===== config.mk =====
export PLATFORM = sky130hd
export DESIGN_NAME = mem_stage
export DESIGN_NICKNAME = d
export VERILOG_FILES = /design/src/rtl/mem_stage.sv
export SDC_FILE = /design/constraint.sdc
export NUM_CORES = 1
export LEC_CHECK = 0
export CORE_MARGIN = 4
export CORE_UTILIZATION = 39
export CTS_CLUSTER_DIAMETER = 60
export DETAILED_ROUTE_END_ITERATION = 10
export PLACE_DENSITY_LB_ADDON = 0.12
export REMOVE_ABC_BUFFERS = 1
export SETUP_SLACK_MARGIN = 0.05
export SYNTH_ARGS = -nofsm -noshare
export SYNTH_HDL_FRONTEND = slang
export SYNTH_SLANG_ARGS = --single-unit

===== constraint.sdc =====
create_clock -name CLK -period 2.6 [get_ports CLK]
set_input_delay 0.78 -clock CLK [delete_from_list [all_inputs] [get_ports CLK]]
set_output_delay 0.78 -clock CLK [all_outputs]
set_load 0.05 [all_outputs]

===== src/rtl/mem_stage.sv =====
`default_nettype none
// ============================================================================
// Module      : mem_stage
// Description : Memory stage of a pipelined core. Issues one registered
//               request per aligned load/store to a data memory. It stalls
//               the upstream pipeline while it waits for the single-cycle
//               acknowledge and abandons the access after TIMEOUT wait cycles.
//
// Ports       : CLK, RESET                  clock, synchronous active-high reset
//               MemtoRegM, MemWriteM        load / store qualifiers (store wins)
//               ALUOutM, WriteDataM         byte address and store data
//               MemAck, MemRData            memory completion pulse and read data
//               MemReq, MemWE               registered request / write enable
//               MemAddr, MemWData           registered word address / write data
//               ReadData                    load result towards MEM/WB
//               StallM                      freeze for upstream stages
//               AlignFaultM                 misaligned access in IDLE
//               TimeoutM                    access abandoned (one cycle, DONE)
//
// Revision    : 1.0  initial release
// ============================================================================
module mem_stage #(
    parameter int TIMEOUT = 15
) (
    input  logic        CLK,
    input  logic        RESET,
    input  logic        MemtoRegM,
    input  logic        MemWriteM,
    input  logic [31:0] ALUOutM,
    input  logic [31:0] WriteDataM,
    input  logic        MemAck,
    input  logic [31:0] MemRData,
    output logic        MemReq,
    output logic        MemWE,
    output logic [31:0] MemAddr,
    output logic [31:0] MemWData,
    output logic [31:0] ReadData,
    output logic        StallM,
    output logic        AlignFaultM,
    output logic        TimeoutM
);

    localparam logic [1:0] c_IDLE     = 2'd0;
    localparam logic [1:0] c_WAIT     = 2'd1;
    localparam logic [1:0] c_DONE     = 2'd2;

    // Counter value on which an unanswered access is abandoned.
    localparam logic [3:0] c_CNT_LAST = 4'(TIMEOUT - 1);
    localparam logic [3:0] c_CNT_MAX  = 4'hF;

    logic [1:0]  r_state;
    logic [3:0]  r_cnt;
    logic [31:0] r_readData;
    logic        r_timeout;

    logic        w_access;
    logic        w_misaligned;
    logic        w_start;

    assign w_access     = MemtoRegM | MemWriteM;
    assign w_misaligned = (ALUOutM[1:0] != 2'b00);
    // An access is only launched from IDLE, and only when aligned.
    assign w_start      = (r_state == c_IDLE) && w_access && !w_misaligned;

    always_ff @(posedge CLK) begin
        if (RESET) begin
            r_state    <= c_IDLE;
            r_cnt      <= 4'd0;
            r_readData <= 32'd0;
            r_timeout  <= 1'b0;
            MemReq     <= 1'b0;
            MemWE      <= 1'b0;
            MemAddr    <= 32'd0;
            MemWData   <= 32'd0;
        end else begin
            case (r_state)
                c_IDLE: begin
                    if (w_start) begin
                        MemAddr  <= {ALUOutM[31:2], 2'b00};
                        MemWData <= WriteDataM;
                        // A simultaneous load+store qualifier is a store.
                        MemWE    <= MemWriteM;
                        MemReq   <= 1'b1;
                        r_cnt    <= 4'd0;
                        r_state  <= c_WAIT;
                    end
                end
                c_WAIT: begin
                    // Acknowledge beats the timeout when both land together.
                    if (MemAck) begin
                        if (!MemWE) begin
                            r_readData <= MemRData;
                        end
                        MemReq  <= 1'b0;
                        r_state <= c_DONE;
                    end else if (r_cnt == c_CNT_LAST) begin
                        MemReq     <= 1'b0;
                        r_readData <= 32'd0;
                        r_timeout  <= 1'b1;
                        r_state    <= c_DONE;
                    end else if (r_cnt != c_CNT_MAX) begin
                        r_cnt <= r_cnt + 4'd1;
                    end
                end
                c_DONE: begin
                    // The same instruction is still presented here; it is
                    // not re-examined, the stage simply returns to IDLE.
                    r_timeout <= 1'b0;
                    r_state   <= c_IDLE;
                end
                default: begin
                    r_state <= c_IDLE;
                end
            endcase
        end
    end

    always_comb begin
        StallM      = 1'b0;
        AlignFaultM = 1'b0;
        TimeoutM    = 1'b0;
        ReadData    = r_readData;
        if (!RESET) begin
            case (r_state)
                c_IDLE: begin
                    StallM      = w_access && !w_misaligned;
                    AlignFaultM = w_access && w_misaligned;
                    // A faulting load hands zero to writeback.
                    if (w_access && w_misaligned) begin
                        ReadData = 32'd0;
                    end
                end
                c_WAIT: begin
                    StallM = 1'b1;
                end
                c_DONE: begin
                    TimeoutM = r_timeout;
                end
                default: begin
                    StallM = 1'b0;
                end
            endcase
        end
    end

endmodule
`default_nettype wire


### Word level (Yosys, flattened, before mapping)

Index checks and enable logic that the tools add are counted.

* bits in latches: 0
* RAM bits: 0
* register bits after elaboration: 103
* output and inout port bits: 101
* word-level logic and storage cells: 65
* bits in read-only memories: 0
* memories kept: 0
* input bits: 101

* order comparisons: 0
* reductions and logical operators: 16
* shifts and indexed selects: 0
* add/sub/neg operators: 1
* multipliers: 0
* equal/unequal tests: 11
* div/mod/pow operators: 0
* bitwise logic cells: 1
* mux-type cells: 28

Operator list (count)
* $mux W32: 6
* $mux W4: 4
* $ne A2 B2 Y1 const B: 6
* $mux W1: 10
* $reduce_and A3 Y1: 3
* $pmux W4 S2: 1
* $reduce_bool A2 Y1: 4
* $mux W2: 3
* $pmux W1 S2: 3
* $reduce_and A5 Y1: 1
* $add A4 B1 Y4 const B: 1
* $eq A4 B4 Y1 const B: 1
* $logic_and A1 B1 Y1: 4
* $ne A4 B4 Y1 const B: 1
* $pmux W2 S2: 1
* $reduce_and A2 Y1: 2
* $ne A3 B3 Y1 const B: 1
* $eq A2 B1 Y1 const B: 1
* $eq A2 B2 Y1 const B: 1
* $logic_not A2 Y1: 1
* $logic_not A1 Y1: 1
* $or A1 B1 Y1: 1

### Logic depth before layout (Yosys ltp)

* depth in word-level cells: 5
* mapped depth: 7
* depth with buffers taken out: 6

### Least setup slack after synthesis

OpenSTA, ideal clock, no wires.

* kind: input to output
* start point: input RESET
* end point: output TimeoutM
* setup slack: -774 ps
* arrival time: 2594 ps
* buffers on the path: 1
* cell stages on the path: 2
* cells stage by stage: clkbuf_1 > nor4b_1

* word-level cells in the longest chain between the ends: 1

Ends and longest elaborated chain
* from (decl): RTL line 26 `input logic RESET,`
* $mux W1: RTL line 123 `if (!RESET) begin`
* to (decl): RTL line 40 `output logic TimeoutM`

Every way passes these cells.

### Final worst setup path

* start point: input MemWriteM
* end point: output ReadData[5]

* word-level cells in the longest chain between the ends: 5

Ends and longest elaborated chain
* from (decl): RTL line 28 `input logic MemWriteM,`
* $or A1 B1 Y1: RTL line 60 `assign w_access = MemtoRegM | MemWriteM;`
* $logic_and A1 B1 Y1: RTL line 129 `if (w_access && w_misaligned) begin`
* $mux W32: RTL line 129
* $mux W32: RTL line 124 `case (r_state)`
* $mux W32: RTL line 123
* to (decl): RTL line 37 `output logic [31:0] ReadData,`

Every way passes these cells.

==> run_results.csv <==
group,metric,value,unit
global_routing,antenna_found_initial,0,
critical_path,crit_path_start_kind,"input pin",
detailed_routing,drc,0,
timing,finalSetupTns,-0.1220,ns
critical_path,crit_path_cell_trace,"buf_8 -> o21bai_4 -> nor4_4 -> buf_4 -> buf_8 -> buf_12 -> nor2b_2 -> buf_6",
clock_network,clk_latency,0.36,ns
detailed_routing,antenna_left,0,
global_routing,grt_use_total,20.12,%
critical_path,cpMostUsedCell,"buf_8",
timing,setup_violations,10,
critical_path,worst-path-max-fanout,5,
outcome,status,"complete, but fails checks",
floorplanning,core_area,9729,sq um
critical_path,cp.required,1.82,ns
yosys,synth_edf_count,0,
yosys,ys_types,34,
critical_path,path_buf_inv,5,
timing,fmax,380.5,MHz
detailed_routing,drtIter0Drc,194,
global_routing,grt_pass1_wl,18490,um
critical_path,cp-end-kind,"primary output",
yosys,synthesis.area_per_instance,8.835,sq um
yosys,yosysTopAreaCellShare,53.04,%
yosys,synth_top_family_by_area,"simple AND/OR/NAND/NOR gates",
yosys,ys_async_sr_fraction,0,%
timing,timing.slew.headroom,53.80,%
clock_network,cts.sinks,103,
floorplanning,die_area,11630,sq um
flow_run,timing.max_cap.violations,0,
yosys,synth.cell_area,3887,sq um
clock_network,clock_path_buffers,2,
yosys,synth_seq_area_share,53.04,%
power_and_ir_drop,powerDensity,518.4,nW/um^2
layout,fillers,832,
global_routing,grt_pass1_vias,3677,
hold_path,worstHoldPathType,"reg2reg",
timing,finalWorstSetupSlack,-0.02817,ns
layout,nets,741,
critical_path,arrival,1.85,ns
timing,fin_skew,0.01389,ns
floorplanning,start_util,39.96,%
placed_design,dp.cells,751,
timing,worst_pin_slew,0.6930,ns
placed_design,port_buffers,199,
yosys,synth_area_leaders,"dfxtp_1 (53%), nand2_1 (13%), a21oi_1 (8.6%)",
global_routing,grt_remaining_overflow,0,
yosys,ys_warn_count,0,
yosys,synth_commonest_cells,"nand2_1 (130), dfxtp_1 (103), a21oi_1 (67)",
power_and_ir_drop,leakage,0.002433,uW
yosys,synth-compound-area-share,17.90,%
yosys,synth_xor_area_share,0,%
timing,rsz0062_at_grt,"true",
detailed_routing,wl,12160,um
floorplanning,ioPinCount,202,
yosys,yosys.area.top_type,"dfxtp_1",
timing,fin_crit,2.628,ns
yosys,synth_seq_cells,103,
layout,drive_above_1_share,16.49,%
layout,area_growth,67.49,%
detailed_routing,drt-vias-per-instance,4.831,
floorplanning,dieWidth,107.8,um
layout,stdcell_count,776,
timing,slew_violations,0,
yosys,ys.flop_type,"dfxtp_1",
clock_network,h-tree-depth,3,
floorplanning,die_h,107.8,um
layout,diodes,0,
clock_network,clockRootBuffer,"clkbuf_8",
clock_network,cts.clk_slew.worst_paths,0.10,ns
clock_network,cts_tree,"yes",
power_and_ir_drop,ir_drop,0.3810,mV
yosys,synthAdderAreaFrac,0.6437,%
detailed_routing,vias,3749,
critical_path,max_stage_delay,0.17,ns
critical_path,critical_path_class,"in2out",
clock_network,cts_hold_buf,0,
timing,finalCritPeriodShare,101.1,%
timing,hold_viol_final,0,
placed_design,dp.final_hpwl,8182,um
critical_path,crit_slowest_cell,"buf_6",
detailed_routing,dr.pass1.iters,4,
floorplanning,rows,36,
clock_network,numCtsBuffers,9,
yosys,synthSimpleGateAreaFrac,21.82,%
yosys,synthMuxAreaShare,0.2897,%
detailed_routing,wire_per_inst,15.67,um
yosys,synth_most_common_cell,"nand2_1",
placed_design,place_congestion,0.8021,
outcome,violations,"setup timing",
critical_path,cp_top_family,"buffers and inverters",
global_routing,grt_max_degree,67,
yosys,synthCells,440,
[flip-flops by register name (all words and copies together) (netlist names)]
register	count
r_state	2
r_readData	32
r_cnt	4
MemAddr	30
MemWE	1
MemWData	32
MemReq	1
r_timeout	1
[per-stage QoR]
stage / cell area (sq um) / worst slack [ns] / hold slack, ns / utilization (%) / power, uW
after floorplan: 3657 / -1.733 / 0.4347 / - / 2021
after global placement: 5926 / -0.3253 / 0.4414 / 60.91 / 2360
after detailed placement: 5926 / -0.3457 / 0.4458 / 60.91 / 2370
after CTS: 6442 / -0.05483 / 0.4595 / 66.22 / 3402
after global routing: 6511 / -0.06857 / 0.4787 / 66.92 / 3515
final: 6511 / -0.02817 / 0.4562 / 66.92 / 3376
[path summary, 6_finish.rpt]
check	depth (start not counted)	to	slack [ns]	from
setup reg to reg	7	MemAddr[23]$_SDFFE_PP0P_	0.63	r_state[1]$_SDFFE_PP0P_
setup / recovery	8	ReadData[5]	-0.03	MemWriteM
hold / removal	2	MemAddr[10]$_SDFFE_PP0P_	0.46	MemAddr[10]$_SDFFE_PP0P_
hold reg to reg	2	MemAddr[10]$_SDFFE_PP0P_	0.46	MemAddr[10]$_SDFFE_PP0P_
[power by group]
part	internal, uW	switching, uW
clock network	433	536
registers	1630	29.0
logic	339	405
total	2410	970
[routing by layer]
layer | global-route usage (%) | wire length (um) | vias up
met4 | 7.033 | 267 | 0
met3 | 6.239 | 799 | 16
met1 | 22.50 | 4717 | 1760
li1 | - | - | 1864
met2 | 35.88 | 6372 | 109
met5 | 0 | 0 | -
[repair_timing]
action	4_1_cts	5_1_grt
resized for setup	79	11
cloned	3	1
buffers inserted	5	0
setup endpoints to repair	34	33
pin swaps	4	2
[tightest hold or removal path, stage by stage, from the launching register on]
cell     delay [ns]
dfxtp_1        0.32
nand2_1        0.05
a21oi_1        0.05
[cell families (layout without fill, tap and decap cells)]
| kind of cell | after synthesis | count (layout) |
|---|---|---|
| and+or+nand+nor | 186 | 186 |
| AOI/OAI and AO/OA | 110 | 110 |
| DFF | 103 | 103 |
| buffers and inverters | 37 | 239 |
| adders and majority gates | 2 | 2 |
| other | 1 | 2 |
| muxes | 1 | 1 |
[layout by cell type (no fill, tap or decap), drive strengths merged, types with 2 or more instances in the layout]
cell type | netlist | routed
nand3 | 3 | 3
buf | 19 | 61
nor2b | 35 | 35
or3 | 2 | 2
nor3 | 5 | 5
conb | 1 | 2
o21ai | 3 | 3
nand2 | 130 | 130
nor2 | 5 | 5
dfxtp | 103 | 103
a21oi | 67 | 67
inv | 2 | 2
clkbuf | 16 | 14
a22o | 32 | 32
a31oi | 2 | 2
ha | 2 | 2
clkdlybuf4s50 | 0 | 159
clkinv | 0 | 3
[cell type report]
cell class	instances	area (sq um)	area share (%)
sequential	103	2063	31.69
clock inverter	3	26.28	0.4035
multi-input combinational	301	1754	26.94
clock buffer	13	168.9	2.594
inverter	2	7.507	0.1153
tap	133	166.4	2.556
timing repair buffer	221	2325	35.70
Note: power is estimated with default switching activity, not from simulation.
==> patch: new RTL, config.mk and constraints unchanged <==
Make the reset (`RESET`) asynchronous in one clocked block. Comments in the files are not updated.
--- a/src/rtl/mem_stage.sv
+++ b/src/rtl/mem_stage.sv
@@ -62,7 +62,7 @@
     // An access is only launched from IDLE, and only when aligned.
     assign w_start      = (r_state == c_IDLE) && w_access && !w_misaligned;
 
-    always_ff @(posedge CLK) begin
+    always_ff @(posedge CLK or posedge RESET) begin
         if (RESET) begin
             r_state    <= c_IDLE;
             r_cnt      <= 4'd0;
Formal check against the unedited RTL: differs if RESET is asserted again (counterexample within 4 cycles, from zero or initial values and one cycle with RESET high); with RESET held inactive, the same outputs for 4 cycles.
==> patch against the unedited design <==
  * The run still ends with negative setup slack left
  * Area after synthesis increased by 20%
  * Wire length increased by 5.8%
  * Sequential cell count unchanged
  * Critical path depth decreased by 2
  * Cell area increased by 17%
  * Count of clock-buffer cells in the layout decreased by 2
  * Setup slack got worse by 0.045 ns
Power is not compared: it rests on default switching activity, and its combinational part moved more than twofold at a synthesized area within 25%.
==> patch: results (changes against the unedited design) <==
.. list-table::
   :header-rows: 1

   * - Metric
     - Value
   * - Status
     - complete, but fails checks
   * - Violated checks
     - negative setup slack
   * - Placer congestion estimate
     - 0.757 (-5.7%)
   * - Root Driver
     - sky130_fd_sc_hd__clkbuf_16
   * - Adder and majority cell fraction of the synthesized area
     - 0.00538 (-0.00106)
   * - Clk_lat worst skew
     - 0.34 ns (-0.02 ns)
   * - Origin of the worst setup path
     - ALUOutM[0]
   * - Final HPWL from detailed placement
     - 8480 um (+3.7%)
   * - Dominant cells by area after synthesis
     - sky130_fd_sc_hd__dfrtp_1 (55%), sky130_fd_sc_hd__mux2_4 (19%), sky130_fd_sc_hd__nor2b_1 (4.4%), sky130_fd_sc_hd__a22oi_1 (3.5%), sky130_fd_sc_hd__o21ai_0 (2.8%)
   * - First-pass GRT wire length
     - 19300 um (+4.6%)
   * - Final setup fails
     - 1 (-9)
   * - Register share of the cell area
     - 0.339 (+0.0223)
   * - Worst hold path depth
     - 1 (-1)
   * - Met2 track demand over resource
     - 0.299 (-0.0601)
   * - Worst-case hold path end point
     - r_readData[6]$_DFFE_PP0P_
   * - Multiplexer fraction of the synthesized cell area
     - 0.199 (+0.196)
   * - Cell with the biggest individual delay on the critical path
     - sky130_fd_sc_hd__or4_4
   * - GR Layer Usage met1
     - 0.222 (-0.00340)
   * - Internal reg-to-reg setup slack
     - 0.34 ns (-0.29 ns)
   * - Post-route setup slack
     - -0.0731 ns (-0.0450 ns)
   * - Logic inverters
     - 7 (+5)
   * - Multi-input gate count
     - 214 (-29%)
   * - Dpl ws
     - -0.513 ns (-0.167 ns)
   * - Worst Max-Slew Pin Slew
     - 0.598 ns (-0.0948 ns)
   * - Met3 wire len
     - 1290 um (+61%)
   * - Top cell types by occurrence after synthesis
     - sky130_fd_sc_hd__dfrtp_1 (103), sky130_fd_sc_hd__mux2_4 (58), sky130_fd_sc_hd__nor2b_1 (33)
   * - GRT Overall Usage
     - 0.183 (-0.0178)
   * - Critical Path End
     - StallM
   * - Largest net degree at the start of global routing
     - 59 (-12%)
   * - Wl on met1
     - 5290 um (+12%)
   * - Met3 demand-to-capacity share in global routing
     - 0.0725 (+0.0101)
   * - Maximum fanout along the worst path
     - 2 (-3)
   * - Worst hold start
     - r_readData[6]$_DFFE_PP0P_
   * - Layout non-clock buf frac
     - 0.320 (-0.0374)
   * - Share of synthesized area occupied by flip-flops and latches
     - 0.554 (+0.0235)
   * - Total met2 wirelength after detailed routing
     - 6130 um (-3.8%)
   * - DR iter-0 viols
     - 204 (+5.2%)
   * - Average vias per placed instance
     - 4.89 (+1.1%)
   * - Reg2reg path depth
     - 6 (-1)
   * - Number of distinct library cells after synthesis
     - 33 (-2.9%)
   * - WL/cell
     - 18.0 um (+15%)
   * - Peak per-stage delay on the critical path
     - 0.55 ns (+0.38 ns)
   * - FFs w/ async S/R, synth
     - 1.00 (+1.00)
   * - Launching point of the worst reg2reg path
     - r_state[0]$_DFFE_PP0P_
   * - Layout fillers
     - 851 (+2.3%)
[patch: cell types whose count changed in the layout (fill, tap and decap cells not counted), sizes merged, moves of 3 or more]
cell	delta
mux2	+61
a22oi	+21
inv	+6
a22o	-20
nand2	-104
nor2	+3
dfxtp	-103
a21oi	-67
o21ai	+24
dfrtp	+103
buf	+9
[patch: stage by stage]
stage                     instance area, um2  instances  TNS [ns]  power [W]  utilization
final                                   7600        714   -0.0731    0.00851        0.657
after floorplan                         4450        324   -227.17    0.00528            -
after CTS                               7380        710     -2.60    0.00833        0.638
after detailed placement                6790        686    -31.94    0.00671        0.587
after global placement                  6790        686    -30.66    0.00666        0.587
after global routing                    7600        714     -1.54    0.00891        0.657
[patch: report_power, final]
group / switching, W / leakage (nW) / internal [W] / total (W)
registers: 0.000385 / 1.21 / 0.00216 / 0.00254
logic: 0.00264 / 2.11 / 0.00202 / 0.00466
clock network: 0.000602 / 0.138 / 0.000709 / 0.00131
